### config.mk
export PLATFORM = sky130hd
export DESIGN_NAME = ram_stream_reader
export DESIGN_NICKNAME = d
export VERILOG_FILES = /design/src/rtl/ram_stream_reader.sv
export SDC_FILE = /design/constraint.sdc
export NUM_CORES = 1
export LEC_CHECK = 0
export CAP_MARGIN = 20
export CORE_ASPECT_RATIO = 1.2
export CORE_MARGIN = 8
export CORE_UTILIZATION = 53
export DETAILED_ROUTE_END_ITERATION = 8
export PLACE_DENSITY = 0.79
export SLEW_MARGIN = 20
export SYNTH_ARGS = -nofsm -noshare
export SYNTH_HDL_FRONTEND = slang
export SYNTH_SLANG_ARGS = --single-unit
### constraint.sdc
create_clock -name clock -period 3.23 [get_ports clock]
set_clock_uncertainty 0.05 [all_clocks]
set_input_delay 0.646 -clock clock [delete_from_list [all_inputs] [get_ports clock]]
set_output_delay 0.646 -clock clock [all_outputs]
set_load 0.1 [all_outputs]
### src/rtl/ram_stream_reader.sv
// ram_stream_reader: turns an (address, length) command into a valid/ready
// word stream read from a synchronous RAM with a 1- or 2-cycle read latency.
// Reads are issued only while the output FIFO has room for every read that is
// already in flight, so the FIFO can never overflow even when the sink stalls.
module ram_stream_reader #(
  parameter int DATA_WIDTH = 8,
  parameter int ADDR_WIDTH = 10,
  parameter int LATENCY    = 1   // 1 = non-registered RAM, 2 = output-registered RAM
) (
  input  logic                  clock,
  input  logic                  reset,
  input  logic                  cmd_valid,
  output logic                  cmd_ready,
  input  logic [ADDR_WIDTH-1:0] cmd_addr,
  input  logic [ADDR_WIDTH-1:0] cmd_len,
  output logic                  ram_enable,
  output logic                  ram_write,
  output logic [ADDR_WIDTH-1:0] ram_addr,
  input  logic [DATA_WIDTH-1:0] ram_odata,
  output logic                  ovalid,
  input  logic                  oready,
  output logic [DATA_WIDTH-1:0] odata,
  output logic                  olast
);

  localparam int DEPTH = LATENCY + 2;
  localparam int PW    = $clog2(DEPTH);
  localparam int CW    = $clog2(DEPTH + 1);

  typedef enum logic [1:0] {S_IDLE, S_READ, S_DRAIN} state_t;

  state_t                state_q, state_d;
  logic [ADDR_WIDTH-1:0] addr_q, addr_d;
  logic [ADDR_WIDTH-1:0] rem_q, rem_d;
  logic [ADDR_WIDTH-1:0] ram_addr_q;
  logic [CW-1:0]         inflight_q, inflight_d;
  logic [CW-1:0]         count_q, count_d;
  logic [PW-1:0]         wr_ptr_q, wr_ptr_d;
  logic [PW-1:0]         rd_ptr_q, rd_ptr_d;
  logic [LATENCY-1:0]    tag_q, tag_d;
  logic [LATENCY-1:0]    ltag_q, ltag_d;
  logic [DATA_WIDTH-1:0] fifo_data_q [DEPTH];
  logic                  fifo_last_q [DEPTH];
  logic [CW:0]           occupancy;
  logic                  issue;
  logic                  push;
  logic                  pop;

  assign ram_write = 1'b0;

  // Next-state, read issue, FIFO bookkeeping and stream outputs.
  always_comb begin
    state_d    = state_q;
    addr_d     = addr_q;
    rem_d      = rem_q;
    tag_d      = tag_q;
    ltag_d     = ltag_q;
    cmd_ready  = (state_q == S_IDLE);
    ram_enable = (state_q != S_IDLE);
    // Reserve a FIFO slot for every read still travelling through the RAM.
    occupancy  = {1'b0, inflight_q} + {1'b0, count_q};
    issue      = (state_q == S_READ) && (occupancy < (CW+1)'(DEPTH));
    push       = tag_q[LATENCY-1];
    pop        = (count_q != '0) && oready;
    // The issued address goes out in the issue cycle and is held afterwards.
    ram_addr   = issue ? addr_q : ram_addr_q;

    case (state_q)
      S_IDLE: begin
        if (cmd_valid) begin
          addr_d  = cmd_addr;
          rem_d   = cmd_len;
          state_d = S_READ;
        end
      end
      S_READ: begin
        if (issue) begin
          addr_d = addr_q + 1'b1;
          if (rem_q == '0) begin
            state_d = S_DRAIN;
          end else begin
            rem_d = rem_q - 1'b1;
          end
        end
      end
      S_DRAIN: begin
        if (inflight_q == '0 && count_q == '0) begin
          state_d = S_IDLE;
        end
      end
      default: state_d = S_IDLE;
    endcase

    // Issue tags follow the RAM pipeline, which only moves while enabled.
    if (ram_enable) begin
      tag_d[0]  = issue;
      ltag_d[0] = issue && (rem_q == '0);
      for (int i = 1; i < LATENCY; i++) begin
        tag_d[i]  = tag_q[i-1];
        ltag_d[i] = ltag_q[i-1];
      end
    end

    inflight_d = inflight_q + CW'(issue) - CW'(push);
    count_d    = count_q + CW'(push) - CW'(pop);
    wr_ptr_d   = wr_ptr_q;
    rd_ptr_d   = rd_ptr_q;
    if (push) begin
      wr_ptr_d = (wr_ptr_q == PW'(DEPTH - 1)) ? '0 : wr_ptr_q + PW'(1);
    end
    if (pop) begin
      rd_ptr_d = (rd_ptr_q == PW'(DEPTH - 1)) ? '0 : rd_ptr_q + PW'(1);
    end

    // Head of the FIFO; forced to zero when empty so nothing stale shows.
    ovalid = (count_q != '0);
    odata  = ovalid ? fifo_data_q[rd_ptr_q] : '0;
    olast  = ovalid ? fifo_last_q[rd_ptr_q] : 1'b0;
  end

  // Control state, counters and issue tags with synchronous reset.
  always_ff @(posedge clock) begin
    if (reset) begin
      state_q    <= S_IDLE;
      addr_q     <= '0;
      rem_q      <= '0;
      ram_addr_q <= '0;
      inflight_q <= '0;
      count_q    <= '0;
      wr_ptr_q   <= '0;
      rd_ptr_q   <= '0;
      tag_q      <= '0;
      ltag_q     <= '0;
    end else begin
      state_q    <= state_d;
      addr_q     <= addr_d;
      rem_q      <= rem_d;
      ram_addr_q <= ram_addr;
      inflight_q <= inflight_d;
      count_q    <= count_d;
      wr_ptr_q   <= wr_ptr_d;
      rd_ptr_q   <= rd_ptr_d;
      tag_q      <= tag_d;
      ltag_q     <= ltag_d;
    end
  end

  // FIFO storage; contents need no reset because occupancy gates the output.
  always_ff @(posedge clock) begin
    if (push) begin
      fifo_data_q[wr_ptr_q] <= ram_odata;
      fifo_last_q[wr_ptr_q] <= ltag_q[LATENCY-1];
    end
  end

endmodule

==> run_results.csv, run 1 <==
group,metric,value,unit
run_status,status,"complete, no violations",
sta,slew_violations,0,
routing,wirelength_met1,3050,um
sta,max_slew.worst_pin.slew,860,ps
grt,grt_overflow,0,
placed_design,place_ws,322,ps
clock_tree,htree_levels,3,
routing,wl_met3,407,um
synth,seq_area_frac_synth,50.6,%
routing,ant_nets,0,
clock_tree,clkTransAtPathRegs,80,ps
critical_path,path_class,"register to output pin",
synth,synthTopCellsByArea,"dfxtp_1 (26%), edfxtp_1 (24%), a21oi_1 (4.5%)",
grt,grt_pass1_vias,2553,
critical_path,r2r_start,"inflight_q[0]",
routing,drt-total-wl,7380,um
floorplan,die_x,88.5,um
routing,drt-vias-per-instance,5.66,
grt,groute.usage.overall,17.4,%
routing,first_iter_violations,77,
sta,fmax,328,MHz
critical_path,critPathTopFamily,"adder cells",
critical_path,end_kind,"output pin",
synth,avgSynthCellArea,10.3,um^2
routing,wl_per_cell,15.9,um
critical_path,reg2reg_slack,750,ps
floorplan,start_util,54.9,%
placed_design,dp_hpwl,5280,um
layout,final_nets,419,
clock_tree,cts.sinks,71,
placed_design,io_buffer_count,53,
sta,post-route-period-util,94.4,%
critical_path,cp-start-kind,"register",
synth,synth.cell_area,3350,um^2
layout,syn_to_final_growth,26.4,%
synth,synth_ff_type,"dfxtp_1",
critical_path,rr_worst_depth,10,
critical_path,critPathMaxStageDelay,480,ps
clock_tree,cts-root-buf,"clkbuf_8",
layout,seqCellArea,1690,um^2
sta,hold_violations,0,
synth,synth_edf_count,27,
clock_tree,cts.hold.buffers_added,0,
floorplan,fp.dieH,103,um
synth,yosys.area.top_type,"dfxtp_1",
layout,fillers,475,
synth,async_reset_ff_share,0,%
clock_tree,cts_tree,"yes",
job,drv_cap,0,
critical_path,path_max_fanout,12,
floorplan,rows,31,
min_path,worstHoldPathType,"register to register",
layout,diodes,0,
floorplan,die_area,9120,um^2
synth,yosysWarnings,0,
routing,dr.pass1.iters,4,
sta,tns,0,ps
clock_tree,clock_latency,340,ps
critical_path,crit_end,"ram_addr[9]",
layout,multi_input_area,1530,um^2
pwr,irDropWorstVdd,0.876,mV
floorplan,core-area,6090,um^2
routing,maxUsedRoutingLayer,"met4",
critical_path,cp_num_buf_inv,1,
critical_path,crit_start,"inflight_q[0]",
critical_path,cpMaxStageDelayCell,"fa_1",
critical_path,worst-path-stages,6,
critical_path,required,2530,ps
critical_path,path_cells,"ha_1, fa_1, a21oi_4, nand2_4, mux2_1, buf_12",
synth,synthDominantCellAreaShare,26.3,%
sta,rsz0062_at_grt,"no",
sta,slew_headroom,42.5,%
placed_design,globalplace.congestion,0.841,
sta,setup_slack,182,ps
routing,dr_wl_met2,3800,um
grt,grt_max_degree,31,
sta,final-setup-viol-count,0,
routing,num_vias,2634,
synth,ys_ff_latch,71,
routing,drc,0,
floorplan,ioPinCount,55,
pwr,p_leak,1.62,nW
synth,syn_nets,365,
critical_path,arrival,2350,ps
sta,fin_crit,3050,ps
synth,syn_inst,324,
grt,grt_first_pass_wirelength,12200,um
synth,yosysUniqueCellTypes,62,
clock_tree,numCtsBuffers,9,
pwr,power_density,1110,nW/um^2
layout,mostFrequentLayoutCells,"dfxtp_1 (44), nor2_1 (37), clkdlybuf4s50_1 (31)",
layout,drive_gt1_share,16.2,%
grt,grt_antenna_before_repair,0,
layout,layout_commonest_cell,"dfxtp_1",
clock_tree,clk_path_buf_depth,2,
critical_path,rr_endpoint,"inflight_q[1]",
metrics by stage:
step	std cells	hold slack [ps]	utilization, %	total power [mW]	area, um^2
2_1_floorplan	324	393	-	3.33	3350
3_3_place_gp	447	413	65.8	3.93	4010
5_1_grt	465	464	69.4	4.97	4230
3_5_place_dp	447	423	65.8	3.97	4010
6_report	465	433	69.4	4.69	4230
4_1_cts	463	439	69.1	4.67	4210
cell type report:
type / count / share of cell area, %
inverter: 12 / 1.07
clock inverter: 7 / 1.69
timing repair buffer: 62 / 15.8
multi-input combinational: 222 / 36.1
clock buffer: 9 / 2.93
tap: 82 / 2.43
sequential: 71 / 40.0
cell families (layout without fill, tap and decap cells):
kind of cell | after synthesis | in the layout | share of synthesized area (%)
compound gates | 87 | 87 | 17.7
xor+xnor | 4 | 4 | 1.05
fa+ha+maj | 9 | 9 | 3.59
buf+inv | 31 | 90 | 4.19
flops | 71 | 71 | 50.6
mux | 19 | 19 | 6.96
other cells | 1 | 1 | 0.112
simple gates | 102 | 102 | 15.9
metal layers:
layer | up-vias | GRT usage, %
li1 | 1308 | -
met1 | 1243 | 20.1
met2 | 72 | 29.3
met3 | 11 | 4.63
met4 | 0 | 7.95
met5 | - | 0
cell usage after synthesis (all sizes together) (4+ instances only):
cell	n
a211oi	7
a21oi	31
and2	11
buf	12
clkbuf	7
dfxtp	44
edfxtp	27
ha	8
inv	12
mux2	10
mux2i	9
nand2	15
nand3	5
nor2	38
nor3	8
nor3b	5
o21ai	11
o311ai	7
o31ai	6
o32ai	4
worst min path at each step:
stage,startpoint,end,depth (start not counted)
2_1_floorplan,ltag_q,fifo_last_q[0],0
3_3_place_gp,ltag_q,fifo_last_q[0],0
3_5_place_dp,ltag_q,fifo_last_q[0],0
4_1_cts,ltag_q,fifo_last_q[0],0
5_1_grt,ltag_q,fifo_last_q[0],0
6_report,ltag_q,fifo_last_q[0],0
sequential cells by signal, summed over array words and instances, names as in the netlist, named ones only:
register     count
fifo_last_q      3
ltag_q           1
ram_addr_q      10
state_q          2
count_q          2
inflight_q       2
addr_q          10
fifo_data_q     24
rem_q           10
push             1
rd_ptr_q         2
wr_ptr_q         2
power by group:
part / switching, mW / internal, mW / total, mW
Clock: 0.333 / 0.356 / 0.689
Combinational: 1.72 / 0.893 / 2.61
Sequential: 0.224 / 1.16 / 1.39
Total: 2.28 / 2.41 / 4.69
timing repair:
action | 4_1_cts | 5_1_grt
buffers inserted | 0 | 2
resized for setup | 1 | 1
endpoints found under the setup margin | 10 | 10
pin swaps | 0 | 1
(Power assumes the default switching activity.)
==> run 2, diff against run 1 <==
SKIP_LAST_GASP = 1   (was unset)
==> results of run 2 <==
Final layout, timing and power as in run 1 (identical DEF).
==> run 3, diff against run 2 <==
CTS_BUF_LIST = sky130_fd_sc_hd__clkbuf_16   (was unset)
GPL_ROUTABILITY_DRIVEN = 0   (was unset)
==> run_results.csv, run 3 (same netlist as run 1, synthesis figures left out) <==
group,metric,value,unit
min_path,hold_depth,0,
run_status,status,"complete, no violations",
placed_design,dp_hpwl,5280,um
critical_path,crit_start,"inflight_q[0]",
grt,grt_max_degree,31,
critical_path,rr_worst_depth,10,
clock_tree,clkTransAtPathRegs,60,ps
layout,largest_register_ffs,24,
routing,drc,0,
clock_tree,clock_latency,330,ps
clock_tree,clk_path_buf_depth,2,
sta,post-route-period-util,96.5,%
min_path,hold_end,"fifo_last_q[0]",
routing,wirelength_met1,3060,um
sta,setup_slack,114,ps
layout,diodes,0,
floorplan,start_util,54.9,%
grt,grt_pass1_vias,2604,
min_path,worstHoldPathType,"register to register",
floorplan,fp.dieH,103,um
critical_path,critPathTopFamily,"adder cells",
layout,final_area,4320,um^2
floorplan,die_x,88.5,um
routing,first_iter_violations,98,
sta,slew_violations,0,
floorplan,ioPinCount,55,
clock_tree,cts.sinks,71,
sta,whs,432,ps
grt,grt_overflow,0,
routing,ant_nets,0,
clock_tree,cts.hold.buffers_added,0,
pwr,fin_total_pwr,4.95,mW
sta,hold_violations,0,
critical_path,cpMaxStageDelayCell,"fa_1",
layout,mostFrequentLayoutCells,"dfxtp_1 (44), nor2_1 (37), clkdlybuf4s50_1 (31)",
routing,num_vias,2638,
routing,maxUsedRoutingLayer,"met4",
floorplan,core-area,6090,um^2
placed_design,dp_cells,447,
clock_tree,cts_tree,"yes",
layout,syn_to_final_growth,29.0,%
clock_tree,numCtsBuffers,9,
critical_path,cp-start-kind,"register",
clock_tree,cts-root-buf,"clkbuf_16",
critical_path,critPathMaxStageDelay,480,ps
layout,layout_commonest_cell,"dfxtp_1",
grt,grt_antenna_before_repair,0,
floorplan,rows,31,
critical_path,path_max_fanout,12,
grt,grt_first_pass_wirelength,12400,um
pwr,p_leak,1.65,nW
sta,fin_crit,3120,ps
clock_tree,htree_levels,3,
critical_path,arrival,2420,ps
routing,wl_per_cell,16.2,um
critical_path,required,2530,ps
placed_design,io_buffer_count,53,
layout,drive_gt1_share,15.7,%
pwr,power_density,1150,nW/um^2
min_path,min_from,"ltag_q",
sta,tns,0,ps
routing,drt-total-wl,7480,um
grt,groute.usage.overall,17.6,%
critical_path,end_kind,"output pin",
sta,final-setup-viol-count,0,
layout,utilization,70.9,%
critical_path,path_cells,"ha_1, fa_1, a21oi_4, nand2_4, mux2_1, buf_12",
layout,final_nets,417,
floorplan,die_area,9120,um^2
critical_path,rr_endpoint,"inflight_q[1]",
pwr,irDropWorstVdd,0.915,mV
critical_path,r2r_start,"inflight_q[0]",
sta,fmax,321,MHz
clock_tree,ctsResizeCount,1,
placed_design,placed_cell_area,4010,um^2
routing,drt-vias-per-instance,5.70,
layout,fin_cells,463,
sta,slew_headroom,41.1,%
routing,dr.pass1.iters,4,
layout,regMostFlops,"fifo_data_q",
critical_path,reg2reg_slack,630,ps
placed_design,place_ws,322,ps
job,drv_cap,0,
critical_path,path_class,"register to output pin",
sta,max_slew.worst_pin.slew,882,ps
routing,dr_wl_met2,3820,um
critical_path,cp_num_buf_inv,1,
clock_tree,post-cts-setup-buffers,0,
routing,wl_met3,424,um
[run 3: layout make-up]
cell class	instances	area, um^2
Fill cell	450	1770
Sequential cell	71	1690
Multi-Input combinational cell	222	1530
Timing Repair Buffer	60	653
Clock buffer	9	225
Tap cell	82	103
Clock inverter	7	71.3
Inverter	12	45.0
[run 3: report_power, final]
| part | switching, mW | internal, mW |
|---|---|---|
| sequential | 0.225 | 1.16 |
| combinational | 1.73 | 0.877 |
| clock | 0.365 | 0.596 |
| total | 2.32 | 2.64 |
[run 3: worst max-delay path by stage]
stage                  endpoint  cells past startpoint
floorplan              odata[6]                      4
global placement    ram_addr[9]                      6
detailed placement  ram_addr[0]                      6
CTS                 ram_addr[9]                      6
global route        ram_addr[0]                      6
finish              ram_addr[9]                      6
[run 3: routing by layer]
metal / up-vias / track usage [%]
met5: - / 0
met4: 0 / 8.87
met3: 15 / 4.23
li1: 1309 / -
met2: 70 / 29.7
met1: 1244 / 20.2
